$ cat config.mk
export PLATFORM = sky130hd
export DESIGN_NAME = i2c_target
export DESIGN_NICKNAME = d
export VERILOG_FILES = /design/src/rtl/i2c_defs.sv /design/src/rtl/i2c_sync_edge.sv /design/src/rtl/i2c_target.sv
export SDC_FILE = /design/constraint.sdc
export NUM_CORES = 1
export LEC_CHECK = 0
export BUFFER_PORTS_ARGS = -buffer_cell sky130_fd_sc_hd__buf_2
export CAP_MARGIN = 5
export CELL_PAD_IN_SITES_DETAIL_PLACEMENT = 1
export CELL_PAD_IN_SITES_GLOBAL_PLACEMENT = 1
export CORE_ASPECT_RATIO = 0.5
export CORE_MARGIN = 2
export CORE_UTILIZATION = 29
export CTS_CLUSTER_SIZE = 28
export DETAILED_ROUTE_END_ITERATION = 10
export GPL_TIMING_DRIVEN = 0
export MAX_ROUTING_LAYER = met4
export PLACE_DENSITY = 0.65
export SYNTH_ARGS = -nofsm -noshare
export SYNTH_HDL_FRONTEND = slang
export SYNTH_SLANG_ARGS = --single-unit
$ cat constraint.sdc
create_clock -name clk -period 3.8 [get_ports clk]
set_input_delay 0.19 -clock clk [delete_from_list [all_inputs] [get_ports clk]]
set_output_delay 0.19 -clock clk [all_outputs]
set_load 0.005 [all_outputs]
$ cat src/rtl/i2c_defs.sv
// Shared definitions for the PCF8574-style I2C target: FSM states, bus levels
// and the position of the R/W bit in the address byte.
package i2c_defs;

  typedef enum logic [2:0] {
    ST_IDLE,
    ST_ADDR,
    ST_ADDR_ACK,
    ST_WRITE,
    ST_WRITE_ACK,
    ST_READ,
    ST_READ_ACK,
    ST_IGNORE
  } state_e;

  localparam logic        SDA_ACK  = 1'b0;
  localparam logic        SDA_NACK = 1'b1;
  localparam int unsigned RW_BIT   = 0;

endpackage

$ cat src/rtl/i2c_sync_edge.sv
// Multi-flop synchronizer for an asynchronous bus line followed by a one-flop
// edge register; yields the synchronized level and single-clk edge pulses.
module i2c_sync_edge #(
  parameter int unsigned SYNC_STAGES = 2
) (
  input  logic clk_i,
  input  logic rst_ni,
  input  logic async_i,
  output logic level_o,
  output logic rise_o,
  output logic fall_o
);

  logic [SYNC_STAGES-1:0] sync_q;
  logic                   edge_q;

  // Reset to the idle-high bus level so no edge is reported on reset release.
  always_ff @(posedge clk_i or negedge rst_ni) begin
    if (!rst_ni) begin
      sync_q <= '1;
      edge_q <= 1'b1;
    end else begin
      sync_q <= {sync_q[SYNC_STAGES-2:0], async_i};
      edge_q <= sync_q[SYNC_STAGES-1];
    end
  end

  assign level_o = sync_q[SYNC_STAGES-1];
  assign rise_o  = level_o & ~edge_q;
  assign fall_o  = ~level_o & edge_q;

endmodule

$ cat src/rtl/i2c_target.sv
// I2C target emulating a PCF8574 8-bit port expander: written bytes land on
// port_out, reads return port_in sampled at each byte's load point.
module i2c_target
  import i2c_defs::*;
#(
  parameter logic [6:0]  ADDR        = 7'h27,
  parameter int unsigned SYNC_STAGES = 2
) (
  input  logic       clk,
  input  logic       rst,
  input  logic       scl_in,
  input  logic       sda_in,
  output logic       sda_oe,
  output logic [7:0] port_out,
  input  logic [7:0] port_in,
  output logic       wr_strobe,
  output logic       rd_strobe,
  output logic       busy
);

  logic scl_lvl, scl_rise, scl_fall;
  logic sda_lvl, sda_rise, sda_fall;
  logic scl_pre, start_ev, stop_ev;
  logic [7:0] shift_in;

  i2c_sync_edge #(.SYNC_STAGES(SYNC_STAGES)) u_scl_sync (
    .clk_i   (clk),
    .rst_ni  (rst),
    .async_i (scl_in),
    .level_o (scl_lvl),
    .rise_o  (scl_rise),
    .fall_o  (scl_fall)
  );

  i2c_sync_edge #(.SYNC_STAGES(SYNC_STAGES)) u_sda_sync (
    .clk_i   (clk),
    .rst_ni  (rst),
    .async_i (sda_in),
    .level_o (sda_lvl),
    .rise_o  (sda_rise),
    .fall_o  (sda_fall)
  );

  // START/STOP are judged against SCL as it was before any coincident SCL edge.
  assign scl_pre  = scl_lvl ^ (scl_rise | scl_fall);
  assign start_ev = sda_fall & scl_pre;
  assign stop_ev  = sda_rise & scl_pre;

  state_e     state_q, state_d;
  logic [2:0] bitcnt_q, bitcnt_d;
  logic [7:0] shift_q, shift_d;
  logic       rw_q, rw_d;
  logic       flag_q, flag_d;
  logic       sda_oe_q, sda_oe_d;
  logic [7:0] port_out_q, port_out_d;
  logic       wr_strobe_q, wr_strobe_d;
  logic       rd_strobe_q, rd_strobe_d;
  logic       busy_q, busy_d;

  assign shift_in = {shift_q[6:0], sda_lvl};

  always_ff @(posedge clk or negedge rst) begin
    if (!rst) begin
      state_q     <= ST_IDLE;
      bitcnt_q    <= '0;
      shift_q     <= '0;
      rw_q        <= 1'b0;
      flag_q      <= 1'b0;
      sda_oe_q    <= 1'b0;
      port_out_q  <= '1;
      wr_strobe_q <= 1'b0;
      rd_strobe_q <= 1'b0;
      busy_q      <= 1'b0;
    end else begin
      state_q     <= state_d;
      bitcnt_q    <= bitcnt_d;
      shift_q     <= shift_d;
      rw_q        <= rw_d;
      flag_q      <= flag_d;
      sda_oe_q    <= sda_oe_d;
      port_out_q  <= port_out_d;
      wr_strobe_q <= wr_strobe_d;
      rd_strobe_q <= rd_strobe_d;
      busy_q      <= busy_d;
    end
  end

  // flag_q marks "8th bit sampled, act on the next SCL fall" in ADDR/WRITE,
  // and "master ACKed" in READ_ACK.
  always_comb begin
    state_d     = state_q;
    bitcnt_d    = bitcnt_q;
    shift_d     = shift_q;
    rw_d        = rw_q;
    flag_d      = flag_q;
    sda_oe_d    = sda_oe_q;
    port_out_d  = port_out_q;
    wr_strobe_d = 1'b0;
    rd_strobe_d = 1'b0;
    busy_d      = busy_q;

    if (stop_ev) begin
      state_d  = ST_IDLE;
      sda_oe_d = 1'b0;
      busy_d   = 1'b0;
      flag_d   = 1'b0;
    end else if (start_ev) begin
      state_d  = ST_ADDR;
      bitcnt_d = '0;
      sda_oe_d = 1'b0;
      flag_d   = 1'b0;
    end else begin
      unique case (state_q)
        ST_IDLE: ;
        ST_ADDR: begin
          if (scl_rise && !flag_q) begin
            shift_d  = shift_in;
            bitcnt_d = bitcnt_q + 3'd1;
            if (bitcnt_q == 3'd7) begin
              if (shift_in[7:1] == ADDR && ADDR != '0) begin
                rw_d   = shift_in[RW_BIT];
                flag_d = 1'b1;
              end else begin
                state_d = ST_IGNORE;
                busy_d  = 1'b0;
              end
            end
          end else if (scl_fall && flag_q) begin
            state_d  = ST_ADDR_ACK;
            flag_d   = 1'b0;
            sda_oe_d = ~SDA_ACK;
            busy_d   = 1'b1;
            if (rw_q) begin
              shift_d     = port_in;
              rd_strobe_d = 1'b1;
            end
          end
        end
        ST_ADDR_ACK: begin
          if (scl_fall) begin
            bitcnt_d = '0;
            if (rw_q) begin
              state_d  = ST_READ;
              sda_oe_d = ~shift_q[7];
            end else begin
              state_d  = ST_WRITE;
              sda_oe_d = 1'b0;
            end
          end
        end
        ST_WRITE: begin
          if (scl_rise && !flag_q) begin
            shift_d  = shift_in;
            bitcnt_d = bitcnt_q + 3'd1;
            if (bitcnt_q == 3'd7) flag_d = 1'b1;
          end else if (scl_fall && flag_q) begin
            port_out_d  = shift_q;
            wr_strobe_d = 1'b1;
            sda_oe_d    = ~SDA_ACK;
            state_d     = ST_WRITE_ACK;
            flag_d      = 1'b0;
          end
        end
        ST_WRITE_ACK: begin
          if (scl_fall) begin
            sda_oe_d = 1'b0;
            state_d  = ST_WRITE;
            bitcnt_d = '0;
          end
        end
        ST_READ: begin
          if (scl_fall) begin
            if (bitcnt_q == 3'd7) begin
              sda_oe_d = 1'b0;
              state_d  = ST_READ_ACK;
              flag_d   = 1'b0;
            end else begin
              shift_d  = {shift_q[6:0], 1'b0};
              sda_oe_d = ~shift_q[6];
              bitcnt_d = bitcnt_q + 3'd1;
            end
          end
        end
        ST_READ_ACK: begin
          if (scl_rise) begin
            if (sda_lvl == SDA_NACK) begin
              state_d  = ST_IGNORE;
              sda_oe_d = 1'b0;
            end else begin
              flag_d = 1'b1;
            end
          end else if (scl_fall && flag_q) begin
            shift_d     = port_in;
            rd_strobe_d = 1'b1;
            sda_oe_d    = ~port_in[7];
            state_d     = ST_READ;
            bitcnt_d    = '0;
            flag_d      = 1'b0;
          end
        end
        ST_IGNORE: sda_oe_d = 1'b0;
        default: begin
          state_d  = ST_IDLE;
          sda_oe_d = 1'b0;
        end
      endcase
    end
  end

  assign sda_oe    = sda_oe_q;
  assign port_out  = port_out_q;
  assign wr_strobe = wr_strobe_q;
  assign rd_strobe = rd_strobe_q;
  assign busy      = busy_q;

endmodule

* After elaboration in Yosys (flattened, before gate mapping)
Cells that the tools add are included.
** Storage, ports and cells
- Bits in registers :: 34
- Input port bits :: 12
- Word-level logic and storage cells :: 172
- Output and inout bits :: 12
** Cells by class
- Muxes and demuxes :: 78
- $add $sub $neg :: 1
- Reduce and logical (&&, ||, !) cells :: 20
- Equality and inequality tests :: 41
- Bitwise operators :: 18
** Operators with widths (count)
- 3-bit two-way mux :: 23
- 8-bit two-way mux :: 8
- 1-bit two-way mux :: 41
- 5-bit != test, second input constant :: 7
- 8-bit case mux with 4 select lines :: 1
- 4-bit != test, second input constant :: 7
- 3-bit != test, second input constant :: 8
- 3-bit case mux with 6 select lines :: 1
- 8-bit AND reduction :: 2
- 8-bit nonzero test :: 2
- 3-bit equality test, second input constant :: 5
- 3-bit case mux with 4 select lines :: 1
- 12-bit AND reduction :: 1
- 2-bit != test, second input constant :: 5
- 1-bit inverter :: 10
- 10-bit AND reduction :: 1
- 5-bit AND reduction :: 2
- 7-bit by 6-bit equality test with 1-bit output, second input constant :: 1
- 7-bit AND reduction :: 1
- 1-bit AND :: 6
- 3-bit by 2-bit equality test with 1-bit output, second input constant :: 2
- 3-bit by 1-bit != test with 1-bit output, second input constant :: 2
- 1-bit case mux with 6 select lines :: 1
- 6-bit AND reduction :: 1
- other kinds (17) :: 19

* Depth between registers and ports, before layout
- Depth in word-level cells :: 8
- Mapped depth :: 9
- Depth with buffers taken out :: 7

* Hierarchy
A second synthesis with hierarchy kept.
** Second synthesis, totals
- Cell total of the unflattened synthesis :: 196
- Area, all modules :: 2059.5 um2
** Modules (own cells, without submodules)
- i2c_target :: area each 1871.8 um2, sequential area each 710.7 um2, instances 1, cells an instance 186
- i2c_sync_edge :: area each 93.8 um2, sequential area each 78.8 um2, instances 2, cells an instance 5

* Worst setup path before layout
OpenSTA, ideal clock, no wires.
- Path kind :: register to register
- Start :: reg u_scl_sync.sync_q[1]
- End :: reg state_q[0]
- Arrival time :: 2.210 ns
- Buffers on the path :: 1
- Cell stages (with the launch flop) :: 9
- Period minus slack after synthesis :: 2.335 ns
- Required time :: 3.675 ns
- Setup slack :: 1.465 ns
- Library setup time :: 0.125 ns
- Path through :: dfstp_2 > inv_1 > ha_1 > xor2_2 > nor2_2 > clkbuf_1 > inv_1 > a21oi_1 > mux2_2
** Between the ends
- Longest elaborated chain between the ends :: 7
- Elaborated cells on any way between the ends :: 27
- Those cells by class :: eq/ne (11); mux (5); bitwise (7); reduce/logical (4)
** RTL lines
- from (decl) :: line i2c_sync_edge.sv:14 : logic [SYNC_STAGES-1:0] sync_q;
- from (signal assigned) :: line i2c_sync_edge.sv:23 : sync_q <= {sync_q[SYNC_STAGES-2:0], async_i};
- 1-bit inverter :: line i2c_sync_edge.sv:30 : assign fall_o = ~level_o & edge_q;
- 1-bit AND :: line i2c_sync_edge.sv:30
- 1-bit bitwise OR :: line i2c_target.sv:45 : assign scl_pre = scl_lvl ^ (scl_rise | scl_fall);
- 1-bit bitwise XOR :: line i2c_target.sv:45
- 1-bit AND, on equally long branches :: line i2c_target.sv:46, i2c_target.sv:47
- 5-bit != test (no line), or another cell as far along
- 12-bit AND reduction (no line) / 3-bit two-way mux (equally long branches)
- to (signal assigned) :: line i2c_target.sv:75 : state_q <= state_d;
- to (decl) :: line i2c_target.sv:49 : state_e state_q, state_d;
Several ways; a longest one is shown, not always the timed one.
A chain may end at the register's enable or synchronous reset.

* Final worst setup path
Ends and elaborated chain as after synthesis.

==> impl_metrics.tcl <==
set metrics [dict create \
    overflow 0 \
    ant_nets 0 \
    clk_pin_slew_ns 0.06 \
    die_y_um 64.11 \
    htree_levels 2 \
    powerDensity_nw_per_um2 718.7 \
    synth_cell_types 57 \
    synth_nets 229 \
    core.rowCount 21 \
    fin_crit_ns 2.713 \
    insertion_delay_ns 0.28 \
    start_util 0.3068 \
    cp.required_ns 3.96 \
    grt_first_pass_wirelength_um 9956 \
    hold_viol 19 \
    cts_root_buf "clkbuf_16" \
    post-place-cells 328 \
    io_buffer_count 23 \
    seq_area_frac_synth 0.4143 \
    vias_per_cell 5.252 \
    setup_viol 0 \
    whs_ns -0.01729 \
    yosysTopAreaCell "dfrtp_1" \
    synth_edf_count 0 \
    drt_first_pass_iters 4 \
    dpl_worst_slack_ns 1.128 \
    hpwl_um 4332 \
    grt_max_degree 35 \
    cts_made_buffers 5 \
    drtIter0Drc 61 \
    finalWorstSetupSlack_ns 1.087 \
    status "finished with violations" \
    violations "negative hold slack" \
    grt_antenna_before_repair 0 \
    ioPinCount 24 \
    multiInputGateArea_um2 1121 \
    final_cells 337 \
    fillCellCount 784 \
    p_leak_nw 1.060 \
    drive_gt1_frac 0.3143 \
    wl_um 5904 \
    yosysWarnings 0 \
    post_cts_buffers 0 \
    seq_area_um2 868.3 \
    syn-instance-count 213 \
    ir_worst_vdd_mv 0.3221 \
    crit_fanout 10 \
    worstHoldPathType "in -> async" \
    wl_per_cell_um 17.52 \
    worstMarginPinSlew_ns 0.7701 \
    n_antenna_cell 0 \
    ys_ff_latch 34 \
    synthTopCellsByArea "dfrtp_1, dfstp_2, mux2_2, a21oi_1, mux2i_1" \
    cts_tree "built" \
    coreArea_um2 6832 \
    fin_crit_sh 0.7140 \
    synth_area_um2 2096 \
    cts_buffer_depth 2 \
    fin_nets 260 \
    maxCapViolations 0 \
    dieArea_um2 7964 \
    endpoint_kind "flop" \
    synth_top_cell_area_share 0.2388 \
    synthFlopType "dfrtp_1" \
    slew-limit-headroom 0.4866 \
    final_max_slew_viol_count 0 \
    rsz0062_at_grt "false" \
    route.detailed.drc 0 \
    fp.dieW_um 124.2 \
    async_reset_ff_frac 1.000 \
    syn_avg_cell_area_um2 9.839 \
    grt_pass1_vias 1929 \
    fmax_mhz 368.6 \
    startpoint_type "flop" \
    via_count 1770 \
    tns_ns 0 \
    worstSetupPathType "reg -> reg" \
    grt_use_total 0.1615 \
    gp_congestion 0.9482 \
    clock-sinks 34 \
    skew_ns 0.005950 \
    cp_data_arrival_time_ns 2.88 \
    syn2layout_area_growth_pct 18.69 \
]
-- layout by cell type (no fill, tap or decap), types with 3 or more instances in the layout --
cell type	count
or2_2	4
buf_4	3
mux2i_1	7
clkbuf_16	5
nor3b_1	4
a211oi_1	4
dfstp_2	14
o21ai_1	3
ha_1	4
a22o_1	3
nor2_1	16
nand2_1	13
nand2b_1	7
buf_2	30
a31oi_1	5
nor2b_1	6
a21oi_1	15
dfrtp_1	20
o21ai_0	11
inv_1	10
mux2_2	11
-- power by group --
| part | total, mW | switching, mW | internal, mW |
|---|---|---|---|
| Combinational | 0.775 | 0.442 | 0.333 |
| Sequential | 0.598 | 0.0927 | 0.505 |
| Clock | 0.415 | 0.156 | 0.259 |
-- flip-flops by register name, indices dropped and copies added, names as in the netlist --
register,count
port_out,8
shift_q,8
bitcnt_q,3
state_q,3
u_scl_sync.sync_q,2
u_sda_sync.sync_q,2
busy,1
flag_q,1
rd_strobe,1
rw_q,1
sda_oe,1
u_scl_sync.edge_q,1
u_sda_sync.edge_q,1
wr_strobe,1
-- metrics by stage --
stage | power (mW) | hold WS, ns | instance area (um^2) | util
5_1_grt | 1.925 | 0.004950 | 2487 | 0.3641
4_1_cts | 1.804 | 0.001217 | 2487 | 0.3641
6_report | 1.788 | -0.01729 | 2487 | 0.3641
3_5_place_dp | 1.377 | 0.2966 | 2326 | 0.3405
3_3_place_gp | 1.339 | 0.2945 | 2326 | 0.3405
2_1_floorplan | 1.136 | -0.1056 | 2096 | -
-- logic make-up (layout without fill, tap and decap cells) --
kind of cell / after synthesis / after routing / synth area share
AOI/OAI and AO/OA: 66 / 66 / 0.2221
and+or+nand+nor: 66 / 66 / 0.1845
DFF: 34 / 34 / 0.4143
buffers and inverters: 23 / 55 / 0.05075
muxes: 18 / 18 / 0.09254
adders and majority gates: 4 / 4 / 0.02388
xor gates and xnor gates: 2 / 2 / 0.01194
-- worst max-delay path, cell delays in order (launching register included) --
cell      delay [ns]
dfstp_2         0.59
inv_1           0.06
ha_1            0.32
xor2_2          0.23
nor2_2          0.32
clkbuf_1        0.45
inv_1           0.11
a21oi_1         0.17
mux2_2          0.36
-- synth_stat cells, types with 4 or more instances --
| master | n |
|---|---|
| ha_1 | 4 |
| a21oi_1 | 15 |
| o21ai_0 | 11 |
| buf_2 | 7 |
| nor2b_1 | 6 |
| dfstp_2 | 14 |
| inv_1 | 10 |
| nand2_1 | 13 |
| a31oi_1 | 5 |
| or2_2 | 4 |
| a211oi_1 | 4 |
| nand2b_1 | 7 |
| mux2i_1 | 7 |
| nor3b_1 | 4 |
| mux2_2 | 11 |
| nor2_1 | 16 |
| dfrtp_1 | 20 |
-- worst paths after layout --
check / from / to / slack, ns / cells after the start
worst max-delay path: u_scl_sync.sync_q[1]$_DFF_PN1_ / state_q[0]$_DFFE_PN0P_ / 1.09 / 8
worst min-delay path: rst / shift_q[3]$_DFFE_PN0P_ / -0.02 / 1
worst max register to register: u_scl_sync.sync_q[1]$_DFF_PN1_ / state_q[0]$_DFFE_PN0P_ / 1.09 / 8
worst min register to register: u_scl_sync.sync_q[0]$_DFF_PN1_ / u_scl_sync.sync_q[1]$_DFF_PN1_ / 0.36 / 0
max in group asynchronous: rst / shift_q[1]$_DFFE_PN0P_ / 3.32 / 1
min in group clk: scl_in / u_scl_sync.sync_q[0]$_DFF_PN1_ / 0.01 / 1
-- final cells by class --
class                   instances  area share
multi-input cells             156      0.4507
flip-flops and latches         34      0.3491
clock buffers                   6     0.05583
repair buffers                 24     0.05030
well taps                      92     0.04628
plain buffers                  13     0.02767
inverters                      10     0.01509
clock inverters                 2    0.005030
-- routing by layer --
layer	GRT usage	routed length [um]	part of all wire
met1	0.2154	2992	0.51
met5	-	0	0
met4	0.04354	43	0.0073
met3	0.02764	133	0.023
met2	0.2568	2734	0.46
-- timing repair --
item	4_1_cts	5_1_grt
hold buffers	1	0
endpoints found under the hold margin	1	0
endpoints found under the setup margin	0	0
gates resized for setup	0	0
(Power assumes the default switching activity.)
